`src/rtl/uart_pkg.sv`:
```
// uart_pkg
// Shared UART definitions used by the receive core (and the transmitter):
// default line timing, derived bit-period constants, receiver state
// encoding and a 3-input majority helper.
package uart_pkg;

  localparam int CLK_FREQ     = 50_000_000;
  localparam int BAUD         = 115200;
  localparam int CLKS_PER_BIT = CLK_FREQ / BAUD;  // 434
  localparam int HALF_BIT     = CLKS_PER_BIT / 2; // 217
  localparam int CNT_W        = 9;                // holds CLKS_PER_BIT-1

  typedef enum logic [2:0] {
    IDLE  = 3'd0,
    START = 3'd1,
    DATA  = 3'd2,
    STOP  = 3'd3,
    BREAK = 3'd4
  } uart_rx_state_e;

  function automatic logic majority3(input logic [2:0] v);
    return (v[0] & v[1]) | (v[0] & v[2]) | (v[1] & v[2]);
  endfunction

endpackage

```
`src/rtl/uart_rx_core_if.sv`:
```
// uart_rx_core_if
// Receive-side result bundle between the UART receive core and its consumer
// (the wrapper's interrupt state machine).
//   rx_data   : last correctly framed byte
//   end_flag  : 1-cycle pulse, rx_data updated this cycle
//   frame_err : 1-cycle pulse, stop bit sampled low
//   rx_busy   : receiver is not idle
// master = receive core (drives), slave = consumer (observes).
interface uart_rx_core_if;
  import uart_pkg::*;

  logic [7:0] rx_data;
  logic       end_flag;
  logic       frame_err;
  logic       rx_busy;

  modport master (
    output rx_data,
    output end_flag,
    output frame_err,
    output rx_busy
  );

  modport slave (
    input rx_data,
    input end_flag,
    input frame_err,
    input rx_busy
  );

endinterface

```
`src/rtl/uart_rx_sync.sv`:
```
// uart_rx_sync
// Brings the asynchronous rx pin into the clk domain and filters it.
//   clk, rst_n : clock, asynchronous active-low reset
//   rx         : raw serial pin (idle high)
//   rx_sync    : rx after the 2-flop synchroniser
//   bit_val    : majority of the last three synchronised samples
// All flops reset to 1 so a reset never looks like a start bit.
module uart_rx_sync
  import uart_pkg::*;
(
  input  logic clk,
  input  logic rst_n,
  input  logic rx,
  output logic rx_sync,
  output logic bit_val
);

  logic       meta_reg;
  logic       sync_reg;
  logic [2:0] hist_reg;

  always_ff @(posedge clk or negedge rst_n) begin
    if (!rst_n) begin
      meta_reg <= 1'b1;
      sync_reg <= 1'b1;
      hist_reg <= 3'b111;
    end else begin
      meta_reg <= rx;
      sync_reg <= meta_reg;
      hist_reg <= {hist_reg[1:0], sync_reg};
    end
  end

  assign rx_sync = sync_reg;
  // A single-cycle spike occupies only one history slot, so it never wins.
  assign bit_val = majority3(hist_reg);

endmodule

```
`src/rtl/uart_rx_core.sv`:
```
// uart_rx_core
// 8N1 UART receive front end. Detects and validates the start bit at half
// a bit period, samples each data bit and the stop bit once per bit period
// (mid-bit) using the majority-filtered line, assembles LSB first.
//   clk, rst_n : clock, asynchronous active-low reset
//   rx         : serial line, idle high, asynchronous to clk
//   rx_if      : result bundle (rx_data, end_flag, frame_err, rx_busy)
// A stop bit sampled low raises frame_err once and then parks in BREAK
// until the line returns high, so a held-low line is reported only once.
module uart_rx_core
  import uart_pkg::*;
#(
  parameter int CLK_FREQ = uart_pkg::CLK_FREQ,
  parameter int BAUD     = uart_pkg::BAUD
) (
  input  logic           clk,
  input  logic           rst_n,
  input  logic           rx,
  uart_rx_core_if.master rx_if
);

  localparam int CLKS_PER_BIT = CLK_FREQ / BAUD;
  localparam int HALF_BIT     = CLKS_PER_BIT / 2;
  localparam logic [CNT_W-1:0] CNT_LAST = CNT_W'(CLKS_PER_BIT - 1);
  localparam logic [CNT_W-1:0] CNT_HALF = CNT_W'(HALF_BIT - 1);
  localparam logic [CNT_W-1:0] CNT_ONE  = CNT_W'(1);

  logic rx_sync;
  logic bit_val;

  uart_rx_sync u_sync (
    .clk     (clk),
    .rst_n   (rst_n),
    .rx      (rx),
    .rx_sync (rx_sync),
    .bit_val (bit_val)
  );

  uart_rx_state_e   state_reg,     state_next;
  logic [CNT_W-1:0] cnt_reg,       cnt_next;
  logic [2:0]       bit_idx_reg,   bit_idx_next;
  logic [7:0]       shreg_reg,     shreg_next;
  logic [7:0]       rx_data_reg,   rx_data_next;
  logic             end_flag_reg,  end_flag_next;
  logic             frame_err_reg, frame_err_next;

  always_ff @(posedge clk or negedge rst_n) begin
    if (!rst_n) begin
      state_reg     <= IDLE;
      cnt_reg       <= '0;
      bit_idx_reg   <= '0;
      shreg_reg     <= '0;
      rx_data_reg   <= '0;
      end_flag_reg  <= 1'b0;
      frame_err_reg <= 1'b0;
    end else begin
      state_reg     <= state_next;
      cnt_reg       <= cnt_next;
      bit_idx_reg   <= bit_idx_next;
      shreg_reg     <= shreg_next;
      rx_data_reg   <= rx_data_next;
      end_flag_reg  <= end_flag_next;
      frame_err_reg <= frame_err_next;
    end
  end

  always_comb begin
    state_next     = state_reg;
    cnt_next       = cnt_reg;
    bit_idx_next   = bit_idx_reg;
    shreg_next     = shreg_reg;
    rx_data_next   = rx_data_reg;
    end_flag_next  = 1'b0;
    frame_err_next = 1'b0;

    unique case (state_reg)
      IDLE: begin
        cnt_next = '0;
        if (!rx_sync) begin
          state_next = START;
        end
      end

      START: begin
        if (cnt_reg == CNT_HALF) begin
          cnt_next = '0;
          if (!bit_val) begin
            state_next   = DATA;
            bit_idx_next = '0;
          end else begin
            // Line went back high before mid start bit: treat as a glitch.
            state_next = IDLE;
          end
        end else begin
          cnt_next = cnt_reg + CNT_ONE;
        end
      end

      DATA: begin
        if (cnt_reg == CNT_LAST) begin
          cnt_next   = '0;
          shreg_next = {bit_val, shreg_reg[7:1]};
          if (bit_idx_reg == 3'd7) begin
            state_next = STOP;
          end else begin
            bit_idx_next = bit_idx_reg + 3'd1;
          end
        end else begin
          cnt_next = cnt_reg + CNT_ONE;
        end
      end

      STOP: begin
        if (cnt_reg == CNT_LAST) begin
          cnt_next = '0;
          if (bit_val) begin
            rx_data_next  = shreg_reg;
            end_flag_next = 1'b1;
            state_next    = IDLE;
          end else begin
            frame_err_next = 1'b1;
            state_next     = BREAK;
          end
        end else begin
          cnt_next = cnt_reg + CNT_ONE;
        end
      end

      BREAK: begin
        cnt_next = '0;
        if (rx_sync) begin
          state_next = IDLE;
        end
      end

      default: begin
        state_next = IDLE;
        cnt_next   = '0;
      end
    endcase
  end

  assign rx_if.rx_data   = rx_data_reg;
  assign rx_if.end_flag  = end_flag_reg;
  assign rx_if.frame_err = frame_err_reg;
  assign rx_if.rx_busy   = (state_reg != IDLE);

endmodule

```
`src/flat_wrapper.sv`:
```
// flat-port wrapper written by rule: the top's interface ports become plain ports
module uart_rx_core_flat import uart_pkg::*;
#(
  parameter int CLK_FREQ = uart_pkg::CLK_FREQ,
  parameter int BAUD     = uart_pkg::BAUD
)
  (clk, rst_n, rx, rx_if_rx_data, rx_if_end_flag, rx_if_frame_err, rx_if_rx_busy);
  uart_rx_core_if rx_if_i ();
  input  logic clk;
  input  logic rst_n;
  input  logic rx;
  output wire logic [$bits(rx_if_i.rx_data)-1:0] rx_if_rx_data;
  output wire logic [$bits(rx_if_i.end_flag)-1:0] rx_if_end_flag;
  output wire logic [$bits(rx_if_i.frame_err)-1:0] rx_if_frame_err;
  output wire logic [$bits(rx_if_i.rx_busy)-1:0] rx_if_rx_busy;
  assign rx_if_rx_data = rx_if_i.rx_data;
  assign rx_if_end_flag = rx_if_i.end_flag;
  assign rx_if_frame_err = rx_if_i.frame_err;
  assign rx_if_rx_busy = rx_if_i.rx_busy;
  uart_rx_core #(.CLK_FREQ(CLK_FREQ), .BAUD(BAUD)) u_core (.clk(clk), .rst_n(rst_n), .rx(rx), .rx_if(rx_if_i));
endmodule
```
`config.mk`:
```
export PLATFORM = sky130hd
export DESIGN_NAME = uart_rx_core_flat
export DESIGN_NICKNAME = d
export VERILOG_FILES = /design/src/rtl/uart_pkg.sv /design/src/rtl/uart_rx_core_if.sv /design/src/rtl/uart_rx_sync.sv /design/src/rtl/uart_rx_core.sv /design/src/flat_wrapper.sv
export SDC_FILE = /design/constraint.sdc
export NUM_CORES = 1
export LEC_CHECK = 0
export ABC_AREA = 1
export CAP_MARGIN = 10
export CORE_ASPECT_RATIO = 0.6
export CORE_MARGIN = 3
export CORE_UTILIZATION = 51
export DETAILED_ROUTE_END_ITERATION = 8
export PLACE_DENSITY = 0.74
export RECOVER_POWER = 50
export SYNTH_ARGS = -nofsm -noshare
export SYNTH_HDL_FRONTEND = slang
export SYNTH_SLANG_ARGS = --single-unit
```
`constraint.sdc`:
```
create_clock -name clk -period 1.6 [get_ports clk]
set_clock_uncertainty 0.1 [all_clocks]
set_input_delay 0.32 -clock clk [delete_from_list [all_inputs] [get_ports clk]]
set_output_delay 0.32 -clock clk [all_outputs]
set_load 0.005 [all_outputs]
```
After elaboration in Yosys (flattened, before gate mapping)
Index checks and enable logic that the tools add are counted.
{"block": "classes", "reduce_logical": 8, "shifts": 0, "bitwise_logic": 5, "magnitude_cmp": 0, "mul": 0, "div_mod_pow": 0, "muxes": 23, "n_eq_ne": 15, "n_addsub": 2}
{"cell": "2-to-1 mux 3 bit", "count": 11}
{"cell": "2-to-1 mux 9 bit", "count": 2}
{"cell": "one-hot mux 9 bit (2 select lines)", "count": 1}
{"cell": "one-hot mux 3 bit (5 select lines)", "count": 1}
{"cell": "adder 9 x 1 -> 9 bit (second input constant)", "count": 1}
{"cell": "== test 9 x 8 -> 1 bit (second input constant)", "count": 1}
{"cell": "== test 9 bit (second input constant)", "count": 1}
{"cell": "!= test 2 x 1 -> 1 bit (second input constant)", "count": 4}
{"cell": "!= test 2 bit (second input constant)", "count": 4}
{"cell": "== test 3 x 2 -> 1 bit (second input constant)", "count": 2}
{"cell": "== test 3 bit (second input constant)", "count": 2}
{"cell": "2-to-1 mux 1 bit", "count": 6}
{"cell": "one-hot mux 3 bit (2 select lines)", "count": 1}
{"cell": "AND reduction 6 bit", "count": 1}
{"cell": "AND reduction 5 bit", "count": 1}
{"cell": "adder 3 x 1 -> 3 bit (second input constant)", "count": 1}
{"cell": "AND 1 bit", "count": 3}
{"cell": "== test 3 x 1 -> 1 bit (second input constant)", "count": 1}
{"cell": "logical NOT 3 bit", "count": 1}
{"cell": "AND reduction 3 bit", "count": 1}
{"cell": "nonzero test 3 bit", "count": 1}
{"cell": "2-to-1 mux 2 bit", "count": 1}
{"cell": "bitwise OR 1 bit", "count": 2}
{"cell": "AND reduction 2 bit", "count": 1}
{"cell": "other kinds (2)", "count": 2}
{"block": "totals", "regBits": 38, "word_cells": 63, "latch_bits": 0, "mem_bits_ro": 0, "in_bits": 3, "n_memories": 0, "ramBits": 0, "output_inout_bits": 11}

Depth between registers and ports, before layout
Gate-level depths: netlist of run 1.
{"block": "logic_depth", "depth_word": 6, "depth_mapped": 11}

By module
A second synthesis of run 1 with hierarchy kept.
{"block": "unflattened", "cells_unflattened": 204, "area_unflattened_um2": 1824.2}
{"module": "uart_rx_core", "cells_per_inst": 195, "seq_area_each_um2": 825.8, "instances": 1, "area_per_inst_um2": 1671.6}
{"module": "uart_rx_sync", "cells_per_inst": 9, "seq_area_each_um2": 131.4, "instances": 1, "area_per_inst_um2": 152.6}

Worst setup path after synthesis of run 1
Ideal clock, no wire load.
{"block": "synth_timing", "path_kind": "register -> register", "start": "reg u_core.cnt_reg[1]", "end": "reg u_core.rx_data_reg[0] (netlist: u_core.rx_if.rx_data[0])", "path_stages_with_launch": 9, "required_time_ns": 1.374, "t_arrival_ns": 1.330, "n_path_buf": 1, "slack_ns": 0.044, "period_less_slack_ns": 1.556, "path_cell_list": "dfrtp_1 -> inv_1 -> ha_1 -> nand2_1 -> nor2_1 -> nand2_2 -> nor3_4 -> buf_6 -> o21ai_0"}
{"block": "synth_between", "elab_chain_cells": 2}
{"item": "from (decl)", "line_no": "uart_rx_core.sv:40", "source": "logic [CNT_W-1:0] cnt_reg, cnt_next;"}
{"item": "from (signal assigned)", "line_no": "uart_rx_core.sv:58", "source": "cnt_reg <= cnt_next;"}
{"item": "== test 9 bit", "line_no": "uart_rx_core.sv:114", "source": "if (cnt_reg == CNT_LAST) begin"}
{"item": "AND reduction 3 bit (no source line)"}
{"item": "to (signal assigned)", "line_no": "uart_rx_core.sv:61", "source": "rx_data_reg <= rx_data_next;"}
{"item": "to (decl)", "line_no": "uart_rx_core.sv:43", "source": "logic [7:0] rx_data_reg, rx_data_next;"}
Every way passes these cells.
A chain may end at the register's enable or synchronous reset.

Worst setup path in the final report of run 1
{"block": "layout_timing", "start": "reg u_core.cnt_reg[1]", "end": "reg u_core.rx_data_reg[3] (netlist: u_core.rx_if.rx_data[3])"}
Same word-level chain as after synthesis.

==> results of run 1 <==
## cell usage after synthesis
| cell | instances | area share |
|---|---|---|
| o21ai_0 | 15 | 0.043 |
| nand2_2 | 3 | 0.011 |
| nor2_4 | 1 | 0.0065 |
| nor2_1 | 13 | 0.028 |
| nand4_1 | 2 | 0.0072 |
| nor3_1 | 4 | 0.012 |
| o21ai_2 | 1 | 0.0050 |
| a31o_2 | 1 | 0.0050 |
| and3_1 | 2 | 0.0072 |
| nand2_1 | 63 | 0.14 |
| dfstp_2 | 5 | 0.075 |
| xnor2_1 | 1 | 0.0050 |
| a21oi_1 | 5 | 0.014 |
| nand3_1 | 8 | 0.023 |
| xor2_1 | 2 | 0.010 |
| a21boi_0 | 1 | 0.0043 |
| nor2_2 | 1 | 0.0036 |
| buf_6 | 1 | 0.0065 |
| nand3b_1 | 3 | 0.013 |
| inv_1 | 30 | 0.065 |
| nor3_4 | 1 | 0.0093 |
| ha_1 | 5 | 0.036 |
| dfrtp_1 | 33 | 0.47 |
## per-layer routing
layer  wire length (um)  GRT usage
met4                165     0.0899
met3                210     0.0616
met2               2320      0.311
met5                  0          0
met1               2030      0.261
## cell usage in the layout, fill, tap and decap left out, types with 6 or more instances in the layout
cell type / netlist / layout
nor2_1: 13 / 9
dfrtp_1: 33 / 29
nand2_4: 0 / 6
nand2_2: 3 / 14
nand3_1: 8 / 7
inv_1: 30 / 24
clkbuf_8: 0 / 6
clkdlybuf4s50_1: 0 / 7
buf_4: 0 / 25
o21ai_1: 0 / 9
nand2_1: 63 / 46
## report_power, final
group          internal [mW]  switching [mW]
clock network          0.665           0.355
registers              0.971         0.00461
logic                 0.0175          0.0338
total                   1.65           0.393
## worst paths after layout
path	startpoint	endpoint	slack, ps	depth (start not counted)
max	u_core.cnt_reg[1]	u_core.rx_if.rx_data[3]	-60	10
min	u_core.u_sync.rx_sync	u_core.u_sync.hist_reg[0]	280	0
max reg2reg	u_core.cnt_reg[1]	u_core.rx_if.rx_data[3]	-60	10
min reg2reg	u_core.u_sync.rx_sync	u_core.u_sync.hist_reg[0]	280	0
max in group asynchronous	rst_n	u_core.shreg_reg[5]	510	3
min in group asynchronous	rst_n	u_core.state_reg[2]	430	2
## final cells by class
cell class              count  area (sq um)  share of cell area
flip-flops and latches     38           962               0.373
multi-input cells         132           826               0.320
repair buffers             48           477               0.185
inverters                  30           120              0.0466
clock buffers               6          82.6              0.0320
clock inverters             2          60.1              0.0233
well taps                  42          52.6              0.0204
## what timing repair did
action / 4_1_cts / 5_1_grt
pin swaps: 0 / 14
setup endpoints to repair: 13 / 35
hold buffers: 1 / 0
cloned: 0 / 2
setup buffers: 4 / 16
gates resized for setup: 12 / 66
endpoints found under the hold margin: 14 / 0
## kinds of logic after synthesis
family / count (synthesis)
flops: 38
xor+xnor: 3
fa+ha+maj: 5
simple gates: 101
compound gates: 23
buf+inv: 31
## through the flow
step	setup slack (ps)	hold WS, ps	total power, mW	util
floorplan	44.1	-75.6	1.00	-
global placement	9.47	191	1.04	0.661
detailed placement	-102	205	1.04	0.661
CTS	4.06	273	2.03	0.728
global route	-124	278	2.11	0.843
finish	-61.7	277	2.05	0.843
==> impl_metrics.csv, run 1 <==
group,metric,value,unit
status,status,"complete, but fails checks",
status,violations,"setup timing",
placement,dp_hpwl,2530,um
synth,synthXorXnorAreaFrac,0.0151,
timing,fin_setup_tns,-326,ps
placement,gp_congestion,0.886,
clock_tree,cts_buffer_depth,2,
clock_tree,path_clk_slew,80,ps
synth,ys_ff_latch,38,
clock_tree,clk_latency,300,ps
synth,synth.cell_area,1740,sq um
timing,finalHoldViolations,0,
placement,dpl.cell_count,267,
global_route,grt_pass1_vias,1404,
timing,max_freq,0.602,GHz
route,wire_per_inst,15.9,um
global_route,grt_first_pass_wirelength,6240,um
timing,rsz0062_at_grt,"yes",
clock_tree,numCtsBuffers,5,
setup_path,max_stage_delay,400,ps
synth,synth_top_family_by_area,"simple AND/OR/NAND/NOR gates",
clock_tree,tritoncts,"built",
die,row_count,15,
setup_path,cp-end-kind,"flip-flop",
die,dieHeight,51.3,um
timing,slew_violations,0,
setup_path,crit_buf_inv,3,
setup_path,critPathRequiredTime,1730,ps
route,viasPerCell,5.42,
timing,setup_violations,11,
synth,ys_seq_area_frac,0.550,
layout,finalNetCount,263,
global_route,grtUsageTotal,0.201,
setup_path,worstSetupStartpointType,"flip-flop",
synth,synth_mux_area_frac,0,
layout,fill_cells,144,
setup_path,cp.arrival,1790,ps
timing,min_period,1660,ps
route,drt-total-wl,4730,um
die,initial_utilization,0.569,
route,drtIter0Drc,95,
synth,synth_compound_area_frac,0.0719,
clock_tree,root_buffer,"clkbuf_8",
clock_tree,cts_htree_levels,2,
setup_path,slowest_stage,"dfrtp_1",
synth,synth_area_per_cell,8.66,sq um
power,power_density,794,nW/um^2
placement,dpl_cell_area,2020,sq um
route,dr.pass1.iters,4,
layout,finalNonFillerCells,298,
layout,drive_above_1_share,0.371,
flow_run,drv_cap,0,
synth,yosys_warnings,0,
layout,area_growth,48.2,%
setup_path,path_max_fanout,8,
timing,slew_headroom,0.669,
route,ant_nets,0,
setup_path,crit_top_cell,"nand2_4",
die,die_width,81.4,um
die,core_area,3060,sq um
power,ir_worst_vdd,0.625,mV
global_route,grt_antenna_before_repair,0,
global_route,grt_overflow,0,
placement,port_buffers,13,
route,via_count,1614,
setup_path,path_cells,"inv_2, ha_4, nand2_4, nor2_4, nand2_4, nor3_4, buf_6, clkbuf_16, nand2_2, o21ai_1",
route,post-route-drc-count,0,
setup_path,crit_family,"simple AND/OR/NAND/NOR gates",
layout,largest_reg_flops,9,
synth,yosysUniqueCellTypes,23,
timing,worstMarginPinSlew,496,ps
power,cellLeakagePower,1.31,nW
setup_path,worstSetupPathType,"flip-flop to flip-flop",
synth,yosys.area_share.adder,0.0359,
timing,setup_slack,-61.7,ps
layout,diodes,0,
global_route,grt_start_max_net_pins,21,
worst_hold_path,hp-class,"flip-flop to flip-flop",
synth,synthCells,201,
synth,syn-num-nets,209,
synth,synth-simple-area-share,0.256,
die,io_pins,14,
layout,final_cell_area,2580,sq um
timing,fin_crit_sh,1.04,
clock_tree,cts.sinks,38,
die,die_area,4170,sq um
(Power assumes the default switching activity.)
==> inputs of run 2 (changes only) <==
Settings changed: CORE_ASPECT_RATIO 0.6 to unset, SETUP_SLACK_MARGIN set to 0.05.
==> run 2 against run 1 <==
Effect of this change:
- the flow still finishes with violations (setup timing)
- routed wire length shrank 18%
- core utilization down 11 points
- first-iteration DRC count shrank 33%
- sequential power about the same
- global-route usage decreased by 0.76 points
- die area decreased by 0.56%
- non-clock buffer count decreased by 9
- sequential cell count did not move
- critical path depth decreased by 3
- hold slack lost 11 ps
- clock-buffer cell count stayed put
- fmax rose by 3.6%
- largest cell class unchanged
- highest routed layer unchanged
==> impl_metrics.csv, run 2 (synthesis gave the netlist of run 1 again) <==
group,metric,value,unit
timing,max_freq,0.623,GHz
placement,gp_congestion,0.928,
timing,finalHoldViolations,0,
clock_tree,cts_htree_levels,2,
die,core_area,3150,sq um
die,row_count,20,
timing,slew_headroom,0.713,
global_route,grt_first_pass_wirelength,6200,um
power,power_density,681,nW/um^2
layout,mostFrequentLayoutCells,"51 x nand2_1, 31 x dfrtp_1, 27 x inv_1",
route,wire_per_inst,13.3,um
timing,slew_violations,0,
die,die_area,4150,sq um
global_route,grt_start_max_net_pins,22,
timing,min_period,1600,ps
timing,setup_slack,-4.58,ps
clock_tree,root_buffer,"clkbuf_4",
timing,fin_crit_sh,1.00,
status,violations,"setup timing",
timing,hold_ws,266,ps
timing,setup_violations,1,
clock_tree,cts.sinks,38,
layout,finalNonFillerCells,291,
setup_path,critPathRequiredTime,1800,ps
setup_path,path_max_fanout,5,
layout,drive_above_1_share,0.316,
status,status,"complete, but fails checks",
layout,area_growth,32.2,%
clock_tree,cts_buffer_depth,2,
clock_tree,clk_latency,360,ps
global_route,grt_pass1_vias,1449,
die,initial_utilization,0.552,
setup_path,critPathLaunch,"u_core.state_reg[2]",
layout,fill_cells,251,
clock_tree,tritoncts,"built",
placement,dp_hpwl,2430,um
route,viasPerCell,4.98,
placement,dpl.cell_count,268,
die,die_width,64.4,um
timing,fin_setup_tns,-4.58,ps
setup_path,cp.arrival,1800,ps
placement,dpl_cell_area,2000,sq um
layout,diodes,0,
layout,layout_commonest_cell,"nand2_1",
layout,post-route-util,0.730,
layout,final_cell_area,2300,sq um
die,dieHeight,64.4,um
clock_tree,path_clk_slew,110,ps
layout,largest_reg_flops,9,
global_route,grt_overflow,0,
placement,port_buffers,13,
timing,rsz0062_at_grt,"yes",
setup_path,cp-end-kind,"flip-flop",
timing,worstMarginPinSlew,430,ps
route,via_count,1448,
flow_run,drv_cap,0,
route,drtIter0Drc,64,
route,dr.pass1.iters,4,
layout,finalNetCount,254,
route,drt-total-wl,3860,um
setup_path,worstSetupStartpointType,"flip-flop",
power,ir_worst_vdd,0.595,mV
worst_hold_path,hold_start,"u_core.u_sync.meta_reg",
route,post-route-drc-count,0,
global_route,grtUsageTotal,0.194,
worst_hold_path,hp-class,"flip-flop to flip-flop",
clock_tree,numCtsBuffers,5,
die,io_pins,14,
route,ant_nets,0,
setup_path,rr_startpoint,"u_core.state_reg[2]",
setup_path,worstSetupPathType,"flip-flop to flip-flop",
power,cellLeakagePower,1.18,nW
global_route,grt_antenna_before_repair,0,
-- run 2: cell count changes in the layout (fill, tap and decap cells not counted), moves of 5 or more --
| cell | delta |
|---|---|
| o21ai_0 | +6 |
| clkdlybuf4s50_1 | -7 |
| dlygate4sd2_1 | +10 |
| clkbuf_8 | -5 |
| o21ai_1 | -5 |
| nand2_1 | +5 |
| clkbuf_4 | +5 |
-- run 2: what timing repair did --
item,in CTS,in global routing
hold endpoints to repair,12,0
buffers inserted,7,7
setup endpoints to repair,20,31
pin swaps,4,6
hold buffers,1,0
resized for setup,27,31
-- run 2: per-stage QoR --
stage          total power [mW]  setup slack (ps)
3_5_place_dp               1.04             -57.9
6_report                   1.57             -4.58
2_1_floorplan              1.00              61.4
3_3_place_gp               1.04              24.3
4_1_cts                    1.57              21.6
5_1_grt                    1.63              -115
-- run 2: worst paths after layout --
kind	depth (start not counted)	endpoint	slack [ps]
max reg2reg	7	u_core.bit_idx_reg[1]	-5
min in group asynchronous	2	u_core.cnt_reg[4]	320
max in group asynchronous	3	u_core.shreg_reg[7]	630
min	0	u_core.u_sync.rx_sync	270
min reg2reg	0	u_core.u_sync.rx_sync	270
max	7	u_core.bit_idx_reg[1]	-5
-- run 2: cell type report --
class	count	area, sq um	share of cell area
clock buffers	6	51.3	0.0223
inverters	30	115	0.0500
well taps	44	55.1	0.0239
multi-input cells	132	782	0.340
repair buffers	39	325	0.141
flip-flops and latches	38	960	0.417
clock inverters	2	12.5	0.00544
-- run 2: where the power goes --
group / switching [mW] / internal [mW]
Sequential: 0.00433 / 0.972
Combinational: 0.0314 / 0.0152
Clock: 0.333 / 0.211
-- run 2: routing by layer --
layer | vias to the layer above | wire [um] | global-route usage
li1 | 714 | - | -
met1 | 687 | 1580 | 0.234
met2 | 36 | 2010 | 0.327
met3 | 11 | 175 | 0.0416
met4 | 0 | 100 | 0.0950
met5 | - | 0 | 0
-- run 2: critical path: stages, from the launching register on --
cell and delay, ps:
dfrtp_2 420, buf_4 170, nor3_2 270, nand2_1 130
nand2_1 150, buf_4 140, nand3b_1 90, nand2_1 80
